==> src/rtl/risc_imm_pkg.sv <==
// risc_imm_pkg: shared types and helpers for the immediate stage.
//   imm_fmt_t   - 3-bit immediate format code (6 is reserved, decoded as NONE)
//   OP_IMM..SYSTEM - RV32I/RV64I major opcodes that carry an immediate
//   imm_ext()   - extends the immediate of a given format to 64 bits; callers
//                 truncate to their XLEN
package risc_imm_pkg;

  typedef enum logic [2:0] {
    FMT_I    = 3'd0,
    FMT_S    = 3'd1,
    FMT_B    = 3'd2,
    FMT_J    = 3'd3,
    FMT_U    = 3'd4,
    FMT_Z    = 3'd5,
    FMT_NONE = 3'd7
  } imm_fmt_t;

  localparam logic [6:0] OP_IMM = 7'b0010011;
  localparam logic [6:0] LOAD   = 7'b0000011;
  localparam logic [6:0] JALR   = 7'b1100111;
  localparam logic [6:0] STORE  = 7'b0100011;
  localparam logic [6:0] BRANCH = 7'b1100011;
  localparam logic [6:0] JAL    = 7'b1101111;
  localparam logic [6:0] LUI    = 7'b0110111;
  localparam logic [6:0] AUIPC  = 7'b0010111;
  localparam logic [6:0] SYSTEM = 7'b1110011;

  // Sign-extends to 64 bits (zimm is zero-extended). For width 32 the upper
  // word is cleared so the result reads the same whether or not it is cut.
  function automatic logic [63:0] imm_ext(input imm_fmt_t fmt,
                                          input logic [31:0] instr,
                                          input int unsigned width);
    logic [63:0] r;
    case (fmt)
      FMT_I:   r = {{52{instr[31]}}, instr[31:20]};
      FMT_S:   r = {{52{instr[31]}}, instr[31:25], instr[11:7]};
      FMT_B:   r = {{51{instr[31]}}, instr[31], instr[7], instr[30:25],
                    instr[11:8], 1'b0};
      FMT_J:   r = {{43{instr[31]}}, instr[31], instr[19:12], instr[20],
                    instr[30:21], 1'b0};
      FMT_U:   r = {{32{instr[31]}}, instr[31:12], 12'b0};
      FMT_Z:   r = {59'b0, instr[19:15]};
      default: r = '0;
    endcase
    if (width == 32) r[63:32] = '0;
    return r;
  endfunction

endpackage

==> src/rtl/risc_imm_decode.sv <==
// risc_imm_decode: combinational format select, immediate extension and
// PC-relative target for one instruction.
//   instr/pc/ext_src -> imm, fmt, target (pc + imm), tgt_valid, illegal
module risc_imm_decode
  import risc_imm_pkg::*;
#(
  parameter int DATA_WIDTH  = 32,
  parameter bit USE_EXT_SRC = 1'b0
) (
  input  logic [31:0]           instr,
  input  logic [DATA_WIDTH-1:0] pc,
  input  logic [2:0]            ext_src,
  output logic [DATA_WIDTH-1:0] imm,
  output imm_fmt_t              fmt,
  output logic [DATA_WIDTH-1:0] target,
  output logic                  tgt_valid,
  output logic                  illegal
);

  logic [6:0] opc;
  imm_fmt_t   fmt_dec;

  always_comb begin
    opc     = instr[6:0];
    fmt_dec = FMT_NONE;
    case (opc)
      OP_IMM, LOAD, JALR: fmt_dec = FMT_I;
      STORE:              fmt_dec = FMT_S;
      BRANCH:             fmt_dec = FMT_B;
      JAL:                fmt_dec = FMT_J;
      LUI, AUIPC:         fmt_dec = FMT_U;
      // funct3[2] separates the CSR*I forms (zimm) from the register forms
      SYSTEM:             fmt_dec = instr[14] ? FMT_Z : FMT_I;
      default:            fmt_dec = FMT_NONE;
    endcase

    if (USE_EXT_SRC)
      fmt = (ext_src == 3'd6) ? FMT_NONE : imm_fmt_t'(ext_src);
    else
      fmt = fmt_dec;

    imm       = DATA_WIDTH'(imm_ext(fmt, instr, DATA_WIDTH));
    target    = pc + imm;
    illegal   = (fmt == FMT_NONE);
    // AUIPC is only recognisable from the opcode, so an external format
    // cannot flag it.
    tgt_valid = (fmt == FMT_B) || (fmt == FMT_J) ||
                (!USE_EXT_SRC && (opc == AUIPC));
  end

endmodule

==> src/rtl/risc_imm_stage.sv <==
// risc_imm_stage: pipelined immediate generator with valid/ready handshake.
//   in_*   : upstream entry (instr, pc, ext_src), in_ready is a flop output
//   out_*  : main-register contents (imm, fmt, target, tgt_valid, illegal)
//   flush  : drops both buffered entries on the next edge
// Buffering is a main output register plus one skid register so in_ready
// never depends combinationally on out_ready.
module risc_imm_stage
  import risc_imm_pkg::*;
#(
  parameter int DATA_WIDTH  = 32,
  parameter bit USE_EXT_SRC = 1'b0
) (
  input  logic                  clk,
  input  logic                  nrst,
  input  logic                  flush,
  input  logic                  in_valid,
  output logic                  in_ready,
  input  logic [31:0]           in_instr,
  input  logic [DATA_WIDTH-1:0] in_pc,
  input  logic [2:0]            ext_src,
  output logic                  out_valid,
  input  logic                  out_ready,
  output logic [DATA_WIDTH-1:0] out_imm,
  output logic [2:0]            out_fmt,
  output logic [DATA_WIDTH-1:0] out_target,
  output logic                  out_tgt_valid,
  output logic                  out_illegal
);

  typedef struct packed {
    logic [DATA_WIDTH-1:0] imm;
    logic [DATA_WIDTH-1:0] target;
    imm_fmt_t              fmt;
    logic                  tgt_valid;
    logic                  illegal;
  } ent_t;

  logic [DATA_WIDTH-1:0] dec_imm, dec_target;
  imm_fmt_t              dec_fmt;
  logic                  dec_tgt_valid, dec_illegal;
  ent_t                  dec_ent;

  ent_t main_q, main_d, skid_q, skid_d;
  logic main_vld_q, main_vld_d, skid_vld_q, skid_vld_d;
  logic acc, drain;

  risc_imm_decode #(
    .DATA_WIDTH (DATA_WIDTH),
    .USE_EXT_SRC(USE_EXT_SRC)
  ) u_dec (
    .instr    (in_instr),
    .pc       (in_pc),
    .ext_src  (ext_src),
    .imm      (dec_imm),
    .fmt      (dec_fmt),
    .target   (dec_target),
    .tgt_valid(dec_tgt_valid),
    .illegal  (dec_illegal)
  );

  always_comb begin
    dec_ent = '{imm: dec_imm, target: dec_target, fmt: dec_fmt,
                tgt_valid: dec_tgt_valid, illegal: dec_illegal};

    main_d     = main_q;
    skid_d     = skid_q;
    main_vld_d = main_vld_q;
    skid_vld_d = skid_vld_q;
    acc        = in_valid && !skid_vld_q;
    drain      = main_vld_q && out_ready;

    if (flush) begin
      main_vld_d = 1'b0;
      skid_vld_d = 1'b0;
    end else if (!main_vld_q || drain) begin
      // Main is free this cycle. A full skid implies in_ready was low, so
      // refilling from skid and accepting never collide.
      if (skid_vld_q) begin
        main_d     = skid_q;
        main_vld_d = 1'b1;
        skid_vld_d = 1'b0;
      end else if (acc) begin
        main_d     = dec_ent;
        main_vld_d = 1'b1;
      end else begin
        main_vld_d = 1'b0;
      end
    end else if (acc) begin
      // Main is stalled: park the new entry so upstream sees the stall a
      // cycle later through the registered in_ready.
      skid_d     = dec_ent;
      skid_vld_d = 1'b1;
    end
  end

  always_ff @(posedge clk or negedge nrst) begin
    if (!nrst) begin
      main_q     <= '0;
      skid_q     <= '0;
      main_vld_q <= 1'b0;
      skid_vld_q <= 1'b0;
    end else begin
      main_q     <= main_d;
      skid_q     <= skid_d;
      main_vld_q <= main_vld_d;
      skid_vld_q <= skid_vld_d;
    end
  end

  assign in_ready      = !skid_vld_q;
  assign out_valid     = main_vld_q;
  assign out_imm       = main_q.imm;
  assign out_fmt       = main_q.fmt;
  assign out_target    = main_q.target;
  assign out_tgt_valid = main_q.tgt_valid;
  assign out_illegal   = main_q.illegal;

endmodule

==> config.mk <==
export PLATFORM = sky130hd
export DESIGN_NAME = risc_imm_stage
export DESIGN_NICKNAME = d
export VERILOG_FILES = /design/src/rtl/risc_imm_pkg.sv /design/src/rtl/risc_imm_decode.sv /design/src/rtl/risc_imm_stage.sv
export SDC_FILE = /design/constraint.sdc
export NUM_CORES = 1
export LEC_CHECK = 0
export ABC_AREA = 1
export BUFFER_PORTS_ARGS = -buffer_cell sky130_fd_sc_hd__buf_2
export CORE_UTILIZATION = 50
export CTS_CLUSTER_SIZE = 40
export DETAILED_ROUTE_END_ITERATION = 8
export PLACE_DENSITY = 0.7
export SLEW_MARGIN = 10
export SYNTH_ARGS = -nofsm -noshare
export SYNTH_HDL_FRONTEND = slang
export SYNTH_HIERARCHICAL = 1
export SYNTH_SLANG_ARGS = --single-unit
==> constraint.sdc <==
create_clock -name clk -period 1.5 [get_ports clk]
set_input_delay 0.15 -clock clk [delete_from_list [all_inputs] [get_ports clk]]
set_output_delay 0.15 -clock clk [all_outputs]
set_load 0.01 [all_outputs]
# --- Yosys cells after proc, flatten, opt, wreduce, memory -nomap -nowiden ---
# Cells that the tools add are included.
op_classes:
  addsub: 1
  n_eq_ne: 15
  muxes: 12
  bitwise_logic: 2
  n_reduce_logical: 15
ops:
  columns: ["cell", "n"]
  rows:
  - ["32-bit one-hot mux with 6 select lines", 1]
  - ["69-bit 2-to-1 mux", 2]
  - ["32-bit adder", 1]
  - ["7-bit equality test (second input constant)", 4]
  - ["3-bit one-hot mux with 6 select lines", 1]
  - ["7-bit by 5-bit equality test with 1-bit output (second input constant)", 2]
  - ["7-bit by 6-bit equality test with 1-bit output (second input constant)", 2]
  - ["3-bit equality test (second input constant)", 3]
  - ["7-bit by 2-bit equality test with 1-bit output (second input constant)", 1]
  - ["1-bit 2-to-1 mux", 7]
  - ["3-bit by 2-bit equality test with 1-bit output (second input constant)", 2]
  - ["3-bit AND reduction", 2]
  - ["2-bit nonzero test", 2]
  - ["3-bit by 1-bit equality test with 1-bit output (second input constant)", 1]
  - ["3-bit zero test", 1]
  - ["1-bit logical OR", 3]
  - ["3-bit 2-to-1 mux", 1]
  - ["3-bit nonzero test", 1]
  - ["3-bit OR reduction", 1]
  - ["1-bit logical AND", 2]
  - ["1-bit zero test", 2]
  - ["1-bit NOT", 2]
  - ["2-bit OR reduction", 1]
word_totals:
  register_bits: 140
  inputBits: 72
  output_inout_bits: 71
  elab_cells: 57

# --- Longest topological paths before layout ---
# Gate-level depths: netlist of the first run.
logic_depth:
  word_depth: 8
  mapped_depth: 26
  ltp_nobuf: 26

# --- Cells and area by module ---
# The synthesis of the first run kept the hierarchy.
modules_own_cells:
  columns: ["module", "n_inst", "cells_each", "area_each_um2", "seq_area_each_um2"]
  rows:
  - ["risc_imm_stage", 1, 834, 6339.8, 3503.4]
  - ["risc_imm_decode", 1, 448, 2482.4, 0.0]

# --- Least setup slack after synthesis of the first run ---
# OpenSTA, ideal clock, no wires.
synth_path:
  path_kind: "input to register"
  start: "in in_instr[2]"
  end: "reg main_q, in the netlist out_target[24]"
  arrival_ps: 2837
  required_ps: 1434
  slack_ps: -1403
  stages: 21
  path_buffers: 0
  cell_sequence: "inv_1 nand2_1 nor2_4 o21ai_2 nand3_4 nand3_2 nor2_1 nand2_1 nand3_1 ha_1 inv_1 fa_1 o21ai_2 a21oi_1 or2_2 nand3_1 xor2_1 nand2_1 nand2_1 nand3_1 nand2_1"
synth_between:
  elab_chain_cells: 8
  elab_cells_between_ends: 22
  cone_classes: "1 x add/sub; 14 x eq/ne; 4 x mux; 3 x reduce/logical"
synth_rtl:
  columns: ["element", "line_no", "text"]
  rows:
  - ["start: declaration", "risc_imm_stage.sv:18", "input logic [31:0] in_instr,"]
  - ["7-bit by 5-bit equality test with 1-bit output, or another cell as far along", "risc_imm_decode.sv:26", "case (opc)"]
  - ["3-bit OR reduction / 2-bit OR reduction (equally long branches)", "risc_imm_decode.sv:26", null]
  - ["3-bit one-hot mux with 6 select lines (*)", "risc_imm_decode.sv:26", null]
  - ["3-bit equality test, or another cell as far along", "risc_imm_pkg.sv:34", "case (fmt)"]
  - ["32-bit one-hot mux with 6 select lines (*)", "risc_imm_pkg.sv:34", null]
  - ["via dec_imm[0]", "risc_imm_stage.sv:38", "logic [DATA_WIDTH-1:0] dec_imm, dec_target;"]
  - ["32-bit adder (*)", "risc_imm_decode.sv:43", "target = pc + imm;"]
  - ["via dec_target[24]", "risc_imm_stage.sv:38", null]
  - ["69-bit 2-to-1 mux (*)", "risc_imm_stage.sv:82", "end else if (acc) begin"]
  - ["69-bit 2-to-1 mux (*)", "risc_imm_stage.sv:78", "if (skid_vld_q) begin"]
  - ["end signal: assignment", "risc_imm_stage.sv:103", "main_q <= main_d;"]
  - ["end: declaration", "risc_imm_stage.sv:43", "ent_t main_q, main_d, skid_q, skid_d;"]
# Mark *: on every way through the listed nets, which the timed path passes. The rest lies on a longest branch. The select of a mux whose other input is x is not followed.
# A chain may end at the register's enable or synchronous reset.

# --- Final worst setup path of the first run ---
layout_path:
  start: "in in_instr[6]"
  end: "reg main_q, in the netlist out_target[11]"
# The elaborated chain is that of the path after synthesis.

==> summary.md, run 1 <==
| Metric | Value |
|---|---|
| Synthesized flop and latch total | 140 |
| Worst setup EP type | register |
| Final min period | 2.76 ns |
| Gpl congestion | approximately 0.95 |
| Clock Power Share | 0.370 |
| Clock Path Buffers | 2 |
| Vias/cell | 5.65 |
| Fill count | between 1000 and 1500 |
| Final Hold Fails | 0 |
| Unrepaired setup endpoints after global routing | true |
| Hold_sp | flush |
| Reg2Reg Launch Point | skid_vld_q |
| Power per cell area | 844 nW/um^2 |
| Area of the multi-input gates | 6350 um^2 |
| Leak pwr | around 7.6 nW |
| Reg area | 3500 um^2 |
| FP Rows | 48 |
| Antenna viol nets, final | 0 |
| Synthesized area | 8820 um^2 |
| Slew Limit Fails | 0 |
| Drt pass-1 iters | 5 |
| Root buffer cell | clkbuf_16 |
| Failing checks | negative setup slack |
| Slew @ Worst Pin | ~0.58 ns |
| Global Route Usage Sum | 0.374 |
| Post-Place Cell Area | between 10000 and 15000 um^2 |
| Initial DRC count | 989 |
| Area Growth Syn to Fin | 59.1% |
| Post-Synthesis Cells | 1282 |
| Syn nets | 1386 |
| Total negative slack | -69.36 ns |
| Logic pwr share | 0.245 |
| Fmax | 362 MHz |
| # DRC | 0 |
| Area of the core | 17200 um^2 |
| DIE AREA | 18200 um^2 |
| Initial antenna violation count | 0 |
| Ports | 143 |
| Critical Path RT | 1.87 ns |
| Wirelength per Cell | 18.9 um |
| Initial Util | 0.512 |
| Syn_area_per_cell | around 6.9 um^2 |
| Min-delay worst type | input port to register |
| Endpoints failing setup | just over 70 |
| Worst r2r dst | out_target[12] |
| Status | complete, but fails checks |
| Flop pwr share | 0.385 |
| CTS tree | yes |
| WHS Path Cells | 2 |
| Final Cell Area | ~14000 um^2 |
| Layout Nets | 1742 |
| Sw power | 3.79 mW |
| Largest net degree at the start of global routing | 69 |
| Hold_ws | 0.0225 ns |
| CTS Buf Count | 17 |
| PortBufs | 139 |
| Net switching fraction of the power | 0.320 |
| Skew final | 0.00941 ns |
| Pint | 8.05 mW |
| Sequential fraction of the synthesis area | 0.397 |
| Clock-pin slew on the worst setup and hold paths | about 0.06 ns |
| Worst R2R Setup Slack | about 0.04 ns |
| Critical setup path kind | input port to register |
| Worst r2r path cells | 6 |
| Worst VDD drop | about 970 uV |
| Global-route wire length before repair | ~52000 um |
| Antenna cells | 0 |
| Routed Wire Length | 35500 um |
| Die width | 135 um |
| Max cap viols | 0 |
| Vias | about 11000 |
| Cell variety after synth | 41 |
| Total gr overflow | 0 |
| Worst setup margin | -1.26 ns |
| Layout cells sized above 1 | 0.415 |
| CP max FO | 5 |
| Clock sink total | 140 |
| Most common cell after layout, fill and taps aside | nand2_1 |
| Startpoint type of the worst setup path | input port |
| Max-slew headroom | 0.610 |
| Yosys warns | 6 |
| Die height | approximately 130 um |
| Most frequent cells in the layout | 560 x nand2_1, 201 x buf_4, 140 x nand3_1 |
| Clk Latency, worst-skew pair | about 0.43 ns |
| Post-DP HPWL | approximately 22000 um |
| Hold Path End | out_valid |
| Number of global-route vias before repair | 10000 |
| H-Tree Depth | 4 |
| Period utilisation layout | 1.84 |
| Worst EP arrival | 3.13 ns |
## cell usage after synthesis
cell	count	share of area
nand2_1	624	0.27
nand3_1	170	0.096
dfrtp_1	140	0.40
nor2_1	53	0.023
inv_1	47	0.020
a21oi_1	44	0.025
clkbuf_1	34	0.014
ha_1	31	0.044
o21ai_0	22	0.012
xor2_1	21	0.021
buf_2	14	0.0079
o21ai_2	8	0.0079
buf_1	6	0.0026
inv_2	6	0.0026
nand4_1	6	0.0043
nand2_2	5	0.0035
nor2_4	5	0.0064
nand3_2	4	0.0045
nor2_2	4	0.0028
nor4_1	4	0.0028
o21bai_1	4	0.0034
xnor2_1	4	0.0040
buf_4	3	0.0026
nor3_1	3	0.0017
a21o_1	2	0.0017
o211ai_1	2	0.0017
or2_2	2	0.0014
a31o_2	1	0.00099
a32o_1	1	0.0011
and2_1	1	0.00071
buf_6	1	0.0013
fa_1	1	0.0023
nand2_8	1	0.0023
nand3_4	1	0.0020
nand4_2	1	0.0014
nand4_4	1	0.0024
nor3_2	1	0.0011
o21a_1	1	0.00085
o21ai_1	1	0.00057
o21ai_4	1	0.0018
o41ai_1	1	0.00099
## routing by layer
layer	global-route usage	vias up	share of wire
met5	0	-	0
met4	0.158	0	0.047
met3	0.0698	156	0.077
met2	0.628	616	0.48
met1	0.472	5023	0.40
li1	-	4805	-
## repair_timing
| action | CTS | global route |
|---|---|---|
| cloned | 2 | 0 |
| buffers inserted | 54 | 14 |
| gates resized for setup | 167 | 95 |
| hold buffers | 1 | 0 |
| setup endpoints to repair | 72 | 91 |
| pin swaps | 90 | 74 |
| endpoints found under the hold margin | 140 | 0 |
## per-stage QoR
step | power (mW) | utilization | cells | worst slack, ns
2_1_floorplan | 5.84 | - | 1282 | -1.20
3_3_place_gp | 6.98 | 0.679 | 1780 | -1.74
3_5_place_dp | 7.04 | 0.679 | 1780 | -1.65
4_1_cts | 11.7 | 0.786 | 1866 | -1.09
5_1_grt | 12.3 | 0.814 | 1876 | -1.43
6_report | 11.8 | 0.814 | 1876 | -1.26
## registers in the layout, summed over array words and instances, names as in the netlist
register and count:
out_tgt_valid 1, out_fmt 3, out_target 32, out_illegal 1
skid_q 69, skid_vld_q 1, out_imm 32, out_valid 1
## kinds of logic after synthesis
family	Yosys count	share of synthesized area
simple gates	886	0.422
flops	140	0.397
buf+inv	111	0.0513
compound gates	88	0.0586
fa+ha+maj	32	0.0462
xor+xnor	25	0.0248
## power by group through the flow
stage               combinational [mW]  clock, mW  sequential (mW)
finish                            2.91       4.38             4.56
global route                      3.14       4.59             4.61
CTS                               2.73       4.40             4.54
detailed placement                2.43          0             4.60
global placement                  2.40          0             4.58
floorplan                         1.16          0             4.67
## worst max-delay path: stages
cell      delay (ns)
buf_4           0.12
nand2_1         0.06
nor2_2          0.15
o211ai_1        0.18
nand3_4         0.19
nand3_4         0.09
buf_6           0.13
o21ai_4         0.23
nand2_2         0.12
nand3_4         0.10
ha_4            0.23
a21oi_4         0.16
nor2_1          0.09
nor2_1          0.15
nand2_2         0.09
buf_4           0.14
buf_6           0.12
a21oi_4         0.18
xnor2_2         0.14
nand2_1         0.06
nand2_1         0.06
nand3_1         0.07
nand2_1         0.08
## cell type report
type,instances,share of cell area
repair buffers,395,0.220
inverters,53,0.0152
clock inverters,13,0.0109
flip-flops and latches,140,0.250
multi-input cells,1031,0.452
clock buffers,19,0.0316
well taps,225,0.0201
## how the worst max path moves through the flow
| stage | startpoint | to | cells past startpoint |
|---|---|---|---|
| CTS | in_instr[2] | out_target[26] | 26 |
| detailed placement | in_instr[2] | out_target[23] | 22 |
| global route | in_instr[1] | out_target[27] | 25 |
| global placement | in_instr[4] | out_target[23] | 20 |
| finish | in_instr[6] | out_target[11] | 23 |
| floorplan | in_instr[2] | out_target[26] | 25 |
No activity file was read; power rests on OpenSTA's default activity.
==> run 2, diff against run 1 <==
Settings changed: CORE_UTILIZATION 50 to 58, PLACE_DENSITY 0.7 to 0.8.
==> run 2 against run 1 <==
  * The flow now stops in global routing
  * Area after synthesis unchanged
  * Synthesized cell count unchanged
==> summary.md, run 2 <==
| Metric | Value |
|---|---|
| Status | stopped before the end (was complete, but fails checks) |
| Failing step | global routing |
| Error | [ERROR GRT-0232] Routing congestion too high. Check the congestion heatmap in the GUI. |
| Clock sink total | 140 (unchanged) |
| Multiplexer share of the synthesized area | 0 (unchanged) |
| Post-synth ARST share | 1.00 (unchanged) |
| Simple-gate share of the synthesized area | 0.422 (unchanged) |
| Most common cell in the netlist | nand2_1 (unchanged) |
| EDFF count, synth | 0 (unchanged) |
| Post-Place Cell Area | 11400 um^2 (was 11700 um^2) |
| Worst EP Category | sequential cell input |
| Adder-cell area share of the yosys netlist | 0.0462 (unchanged) |
| Ports | 143 (unchanged) |
| Root buffer cell | clkbuf_16 (unchanged) |
| Synthesized area | 8820 um^2 (unchanged) |
| XOR/XNOR share of the synthesized area | 0.0248 (unchanged) |
| Post-DP HPWL | 20400 um (was 21800 um) |
| Die height | 125 um (was 135 um) |
| Sequential fraction of the synthesis area | 0.397 (unchanged) |
| Yosys warns | 6 (unchanged) |
| Gpl congestion | 0.997 (was 0.953) |
| Cell variety after synth | 41 (unchanged) |
| PortBufs | 139 (unchanged) |
| Post-synthesis compound-gate area fraction | 0.0586 (unchanged) |
| Synthesized flop and latch total | 140 (unchanged) |
| H-Tree Depth | 4 (unchanged) |
| Synth area leader | dfrtp_1 (unchanged) |
| Ys flop type | dfrtp_1 (unchanged) |
| CTS Buf Count | 17 (unchanged) |
| Largest cells by area after synthesis | dfrtp_1 40%, nand2_1 27%, nand3_1 9.6% (unchanged) |
| GR repair worst EP | out_target[24]$_DFFE_PN0P_/D |
| FP Rows | 44 (was 48) |
| Combinational family with the most area after synthesis | simple AND/OR/NAND/NOR gates (unchanged) |
| Initial Util | 0.600 (was 0.512) |
| Post-synth top cells | 624 x nand2_1, 170 x nand3_1, 140 x dfrtp_1 (unchanged) |
| Largest net degree at the start of global routing | 72 |
| Global Route Usage Sum | 1.09 |
| Total gr overflow | 1729 |
| Die width | 125 um (was 135 um) |
| Syn nets | 1386 (unchanged) |
| Syn_area_per_cell | 6.88 um^2 (unchanged) |
| Post-Synthesis Cells | 1282 (unchanged) |
| Synth top area share | 0.397 (unchanged) |
| Clock Path Buffers | 2 (unchanged) |
==> run 2: cell counts after synthesis <==
No cell type changed its count.
==> run 2: cells by family after synthesis <==
family          count (synthesis)
compound gates                 88
xor+xnor                       25
fa+ha+maj                      32
buf+inv                       111
flops                         140
simple gates                  886
==> run 2: through the flow <==
step	cells	util	TNS (ns)	worst slack, ns
2_1_floorplan	1282	-	-57.11	-1.20
3_3_place_gp	1715	0.776	-99.08	-1.56
3_5_place_dp	1715	0.776	-104.55	-1.61
4_1_cts	1786	0.903	-51.00	-1.07
==> run 2: what timing repair did <==
action                                  4_1_cts
pin swaps                                    97
endpoints found under the setup margin       67
gates resized for setup                     214
endpoints found under the hold margin       140
hold buffers                                  1
setup buffers                                38
cloned                                        1
==> run 2: layer usage <==
metal	overflow	global-route usage
met5	8	0.548
met4	435	1.28
met3	33	0.844
met2	1238	1.40
met1	15	0.946
==> run 3, diff against run 2 <==
Settings changed: CORE_UTILIZATION 58 to 40, CTS_CLUSTER_SIZE 40 to default, PLACE_DENSITY 0.8 to default, PLACE_DENSITY_LB_ADDON from default to 0.15.
==> run 3 against run 2 <==
  * The flow now finishes, with violations (negative setup slack)
==> summary.md, run 3 (synthesized netlist as in run 1, its figures left out) <==
| Metric | Value |
|---|---|
| Status | complete, but fails checks (was stopped before the end) |
| Failing checks | negative setup slack |
| Die width | 151 um (was 125 um) |
| Routed Wire Length | 31200 um |
| Net switching fraction of the power | 0.311 |
| WHS Path Cells | 3 |
| Hold_sp | in_valid |
| Hold_ws | 0.0952 ns |
| Fmax | 381 MHz |
| DIE AREA | approximately 23000 um^2 |
| Drt pass-1 iters | 7 |
| Post-DP HPWL | 22000 um (was 20400 um) |
| PortBufs | 139 (unchanged) |
| Wirelength per Cell | 16.4 um |
| Skew final | around 0.017 ns |
| H-Tree Depth | 4 (unchanged) |
| Unrepaired setup endpoints after global routing | true |
| Worst EP arrival | 2.99 ns |
| Total gr overflow | 0 |
| Top reg by flops | skid_q |
| Flop pwr share | 0.387 |
| Final min period | about 2.6 ns |
| Worst R2R Setup Slack | 0.06 ns |
| Clock-pin slew on the worst setup and hold paths | 0.06 ns |
| Number of global-route vias before repair | between 9000 and 10000 |
| Initial Util | 0.413 (was 0.600) |
| Critical setup path kind | input port to register |
| Layout cells sized above 1 | 0.399 |
| Die height | 151 um (was 125 um) |
| Layout Nets | 1715 |
| Post-Place Cell Area | 11600 um^2 (was 11400 um^2) |
| Root buffer cell | clkbuf_16 (unchanged) |
| Max-slew headroom | 0.698 |
| Critical Path RT | around 1.9 ns |
| Most common cell after layout, fill and taps aside | nand2_1 |
| CTS tree | yes |
| Worst r2r path cells | 6 |
| Ports | 143 (unchanged) |
| Antenna cells | 0 |
| Global-route wire length before repair | approximately 49000 um |
| Vias | 9576 |
| Worst setup EP type | register |
| Startpoint type of the worst setup path | input port |
| # DRC | 0 |
| Initial DRC count | 547 |
| Most frequent cells in the layout | 560 x nand2_1, 197 x buf_4, 145 x nand3_1 |
| Area of the core | 21400 um^2 |
| Clk Latency, worst-skew pair | 0.44 ns |
| Vias/cell | 5.04 |
| Max cap viols | 0 |
| Largest net degree at the start of global routing | 70 |
| Clock Power Share | 0.382 |
| CP max FO | 5 |
| Final core occ | 0.637 |
| Final Cell Area | 13600 um^2 |
| Period utilisation layout | 1.75 |
| Worst VDD drop | between 700 and 800 uV |
| Global Route Usage Sum | 0.286 |
| Pint | 8.09 mW |
| Pre-CTS WS | -1.67 ns (was -1.61 ns) |
| Leak pwr | 7.31 nW |
| FP Rows | 53 (was 44) |
| Slew @ Worst Pin | 0.453 ns |
| Worst setup margin | -1.12 ns |
| Clock sink total | 140 (unchanged) |
| CTS Buf Count | 17 (unchanged) |
| Logic pwr share | 0.231 |
| Antenna viol nets, final | 0 |
| Area Growth Syn to Fin | 54.2% |
| Final Hold Fails | 0 |
| Min-delay worst type | input port to register |
| Slew Limit Fails | 0 |
| Reg2Reg Launch Point | skid_vld_q |
| Clock Path Buffers | 2 (unchanged) |
| Power per cell area | 863 nW/um^2 |
| Endpoints failing setup | between 60 and 70 |
| Largest register FFs | 69 |
| Sw power | between 3 and 4 mW |
| Hold Path End | out_valid |
| Initial antenna violation count | 0 |
| Worst r2r dst | skid_q[57] |
| Gpl congestion | 0.976 (was 0.997) |
## run 3: critical path, cell delays in order
cell        delay [ns]
buf_8             0.08
clkinvlp_4        0.11
buf_4             0.16
nor3_4            0.23
nand2_2           0.14
nand3_2           0.09
inv_2             0.05
nand3_4           0.07
o21ai_4           0.08
nand2_2           0.09
nand3_4           0.09
ha_4              0.32
nand2_1           0.10
o21ai_4           0.21
nand2_1           0.09
nand2_2           0.11
nand2_2           0.07
nand2_4           0.10
nand2_2           0.06
nand3_2           0.09
xor2_2            0.20
nand2_1           0.07
nand2_1           0.06
nand3_1           0.07
nand2_1           0.07
## run 3: how the worst max path moves through the flow
stage,startpoint,end,slack (ns),cells after the start
after floorplan,in_instr[2],out_target[26],-1.20,25
after global placement,in_instr[2],out_target[24],-1.66,21
after detailed placement,in_instr[2],out_target[24],-1.67,21
after CTS,in_instr[2],out_target[22],-1.07,26
after global routing,in_instr[2],out_target[26],-1.27,25
final,in_instr[2],out_target[26],-1.12,25
## run 3: final cells by class
type | instances | area (um^2)
sequential | 140 | 3500
tap | 275 | 344
timing repair buffer | 368 | 2670
multi-input combinational | 1031 | 6260
fill | 1887 | 7750
clock buffer | 17 | 425
inverter | 53 | 210
clock inverter | 15 | 185
## run 3: timing repair
item | in CTS | in global routing
pin swaps | 59 | 61
buffers inserted | 36 | 13
setup endpoints to repair | 68 | 84
resized for setup | 132 | 101
endpoints found under the hold margin | 141 | 0
hold buffers | 2 | 0
## run 3: layer usage
metal / global-route usage / vias to the layer above / part of all wire
li1: - / 4752 / -
met1: 0.378 / 4544 / 0.44
met4: 0.0899 / 0 / 0.023
met5: 0 / - / 0
met2: 0.479 / 242 / 0.49
met3: 0.0424 / 38 / 0.049
## run 3: per-stage QoR
stage | power [mW] | TNS [ns] | cells
2_1_floorplan | 5.84 | -57.11 | 1282
3_3_place_gp | 6.95 | -106.81 | 1818
3_5_place_dp | 6.98 | -108.71 | 1818
4_1_cts | 11.7 | -52.50 | 1887
5_1_grt | 12.3 | -67.13 | 1899
6_report | 11.7 | -57.04 | 1899
## run 3: power by group through the flow
stage / clock network, mW / registers [mW] / logic [mW]
final: 4.48 / 4.54 / 2.71
after global routing: 4.72 / 4.61 / 3.00
after CTS: 4.55 / 4.54 / 2.60
after detailed placement: 0 / 4.60 / 2.38
after global placement: 0 / 4.59 / 2.36
after floorplan: 0 / 4.67 / 1.16
==> run 4, diff against run 3 <==
Settings changed: CORE_MARGIN from default to 2, HOLD_SLACK_MARGIN from default to 0.02.
==> run 4 against run 3 <==
  * Sequential cell count is the same
  * Largest power group unchanged
  * Die area grew 2.7%
  * Clock skew shrank 0.0098 ns
  * First-iteration DRC count grew 42%
  * The flow still finishes with violations (negative setup slack)
  * Global-route usage shrank 1.7 points
  * Critical path depth is the same
  * Combinational power grew 4%
  * Sequential power is essentially flat
  * Via count grew 2.1%
  * Largest cell class unchanged
  * Core utilization is essentially flat
==> summary.md, run 4 (synthesized netlist as in run 1, its figures left out) <==
| Metric | Value |
|---|---|
| PortBufs | 139 (unchanged) |
| Initial DRC count | 775 (was 547) |
| Final Hold Fails | 0 (unchanged) |
| Die width | 153 um (was 151 um) |
| Area Growth Syn to Fin | 57.1% (was 54.2%) |
| Root buffer cell | clkbuf_16 (unchanged) |
| Number of global-route vias before repair | 9432 (was 9365) |
| Ports | 143 (unchanged) |
| Layout Nets | 1717 (was 1715) |
| Drt pass-1 iters | 5 (was 7) |
| Max cap viols | 0 (unchanged) |
| Antenna cells | 0 (unchanged) |
| DIE AREA | 23300 um^2 (was 22700 um^2) |
| Skew final | 0.00723 ns (was 0.0170 ns) |
| Die height | 153 um (was 151 um) |
| Failing checks | negative setup slack (unchanged) |
| Layout cells sized above 1 | 0.404 (was 0.399) |
| Sw power | 3.69 mW (was 3.65 mW) |
| Period utilisation layout | 1.76 (was 1.75) |
| Endpoints failing setup | 73 (was 68) |
| Clock sink total | 140 (unchanged) |
| WHS Path Cells | 3 (unchanged) |
| Logic pwr share | 0.238 (was 0.231) |
| Min-delay worst type | input port to register (unchanged) |
| CTS Buf Count | 17 (unchanged) |
| Total gr overflow | 0 (unchanged) |
| Clock Path Buffers | 2 (unchanged) |
| Placed Cells | 1815 (was 1818) |
| Initial antenna violation count | 0 (unchanged) |
| Final Cell Area | 13900 um^2 (was 13600 um^2) |
| Worst EP arrival | 3.02 ns (was 2.99 ns) |
| CTS tree | yes (unchanged) |
| Net switching fraction of the power | 0.311 (about the same) |
| Routed Wire Length | 32300 um (was 31200 um) |
| Clock-pin slew on the worst setup and hold paths | 0.07 ns (was 0.06 ns) |
| Area of the core | 21800 um^2 (was 21400 um^2) |
| Reg2Reg Launch Point | skid_vld_q (unchanged) |
| Vias/cell | 5.13 (was 5.04) |
| Final min period | 2.65 ns (was 2.62 ns) |
| Worst setup margin | -1.15 ns (was -1.12 ns) |
| Worst r2r dst | out_imm[24] (was skid_q[57]) |
| FP Rows | 54 (was 53) |
| CP max FO | 8 (was 5) |
| Slew @ Worst Pin | 0.374 ns (was 0.453 ns) |
| Wirelength per Cell | 17.0 um (was 16.4 um) |
| Largest register FFs | 69 (unchanged) |
| Vias | 9777 (was 9576) |
| Most common cell after layout, fill and taps aside | nand2_1 (unchanged) |
| Antenna viol nets, final | 0 (unchanged) |
| Hold_sp | in_valid (unchanged) |
| Pwr Total | 11.8 mW (was 11.7 mW) |
| # DRC | 0 (unchanged) |
| Most frequent cells in the layout | 563 x nand2_1, 191 x buf_4, 142 x nand3_1 (was 560 x nand2_1, 197 x buf_4, 145 x nand3_1) |
| Gpl congestion | 0.951 (was 0.976) |
| Clk Latency, worst-skew pair | 0.44 ns (about the same) |
| Pint | 8.16 mW (was 8.09 mW) |
| Slew Limit Fails | 0 (unchanged) |
| Top reg by flops | skid_q (unchanged) |
| Worst r2r path cells | 5 (was 6) |
| Fmax | 378 MHz (was 381 MHz) |
| Power per cell area | 855 nW/um^2 (was 863 nW/um^2) |
| Post-Place Cell Area | 11600 um^2 (about the same) |
| Largest net degree at the start of global routing | 72 (was 70) |
| Total negative slack | -58.60 ns (was -57.04 ns) |
| Unrepaired setup endpoints after global routing | true (unchanged) |
| H-Tree Depth | 4 (unchanged) |
| Critical Path RT | 1.88 ns (was 1.87 ns) |
| Worst VDD drop | 659 uV (was 727 uV) |
| Worst R2R Setup Slack | 0.08 ns (was 0.06 ns) |
| Startpoint type of the worst setup path | input port (unchanged) |
| Layout Cells excl Fill | 1906 (was 1899) |
| Flop pwr share | 0.384 (was 0.387) |
| Post-DP HPWL | 21900 um (was 22000 um) |
| Final core occ | 0.637 (about the same) |
| Max-slew headroom | 0.747 (was 0.698) |
| Critical setup path kind | input port to register (unchanged) |
| Clock Power Share | 0.378 (was 0.382) |
| Initial Util | 0.406 (was 0.413) |
| Status | complete, but fails checks (unchanged) |
| Global-route wire length before repair | 50000 um (was 49400 um) |
| Worst setup EP type | register (unchanged) |
| Leak pwr | 7.39 nW (was 7.31 nW) |
| Hold Path End | out_valid (unchanged) |
| Global Route Usage Sum | 0.269 (was 0.286) |
run 4: layout make-up:
type                       instances  area, um^2
timing repair buffer             370        2770
inverter                          53         210
clock buffer                      20         447
tap                              280         350
clock inverter                    12         163
fill                            1881        7900
multi-input combinational       1031        6420
sequential                       140        3500
run 4: worst max-delay path, stage by stage:
cell	delay (ns)
buf_2	0.10
nand2_4	0.06
buf_12	0.12
nor2_4	0.17
nand3_2	0.13
nand2_2	0.11
inv_4	0.06
nand2_8	0.10
nor2_1	0.05
buf_4	0.15
ha_2	0.42
nand2_1	0.07
nand2_1	0.07
inv_1	0.09
o21ai_2	0.25
inv_1	0.07
nand2_1	0.08
nand2_1	0.08
nand3_2	0.11
buf_4	0.12
xor2_2	0.20
nand2_1	0.08
nand2_1	0.06
nand3_1	0.07
nand2_1	0.06
run 4: power by group through the flow:
| stage | clock (mW) | sequential (mW) | combinational (mW) |
|---|---|---|---|
| after floorplan | 0 | 4.67 | 1.16 |
| after global placement | 0 | 4.59 | 2.37 |
| after detailed placement | 0 | 4.60 | 2.39 |
| after CTS | 4.53 | 4.54 | 2.62 |
| after global routing | 4.69 | 4.61 | 3.08 |
| final | 4.48 | 4.55 | 2.82 |
run 4: worst max-delay path by stage:
stage | start | end | cells after the start
floorplan | in_instr[2] | out_target[26] | 25
global placement | in_instr[3] | out_target[22] | 25
finish | in_instr[0] | out_target[19] | 25
CTS | in_instr[2] | out_target[22] | 26
global route | in_instr[0] | out_target[19] | 25
detailed placement | in_instr[3] | out_target[22] | 25
run 4: routing by layer:
layer / routed length (um) / up-vias / track usage
li1: - / 4771 / -
met1: 14600 / 4654 / 0.367
met3: 1470 / 57 / 0.0461
met5: 0 / - / 0
met2: 15100 / 295 / 0.430
met4: 1080 / 0 / 0.104
run 4: repair_timing:
action | 4_1_cts | 5_1_grt
gates resized for setup | 149 | 108
setup endpoints to repair | 69 | 90
hold buffers | 2 | 0
hold endpoints to repair | 142 | 0
buffers inserted | 40 | 22
pin swaps | 53 | 66
run 4: through the flow:
step           hold slack, ns  setup slack (ns)
2_1_floorplan          -0.146             -1.20
3_3_place_gp           0.0576             -1.76
3_5_place_dp           0.0578             -1.76
4_1_cts                0.0827             -1.07
5_1_grt                 0.105             -1.28
6_report               0.0867             -1.15
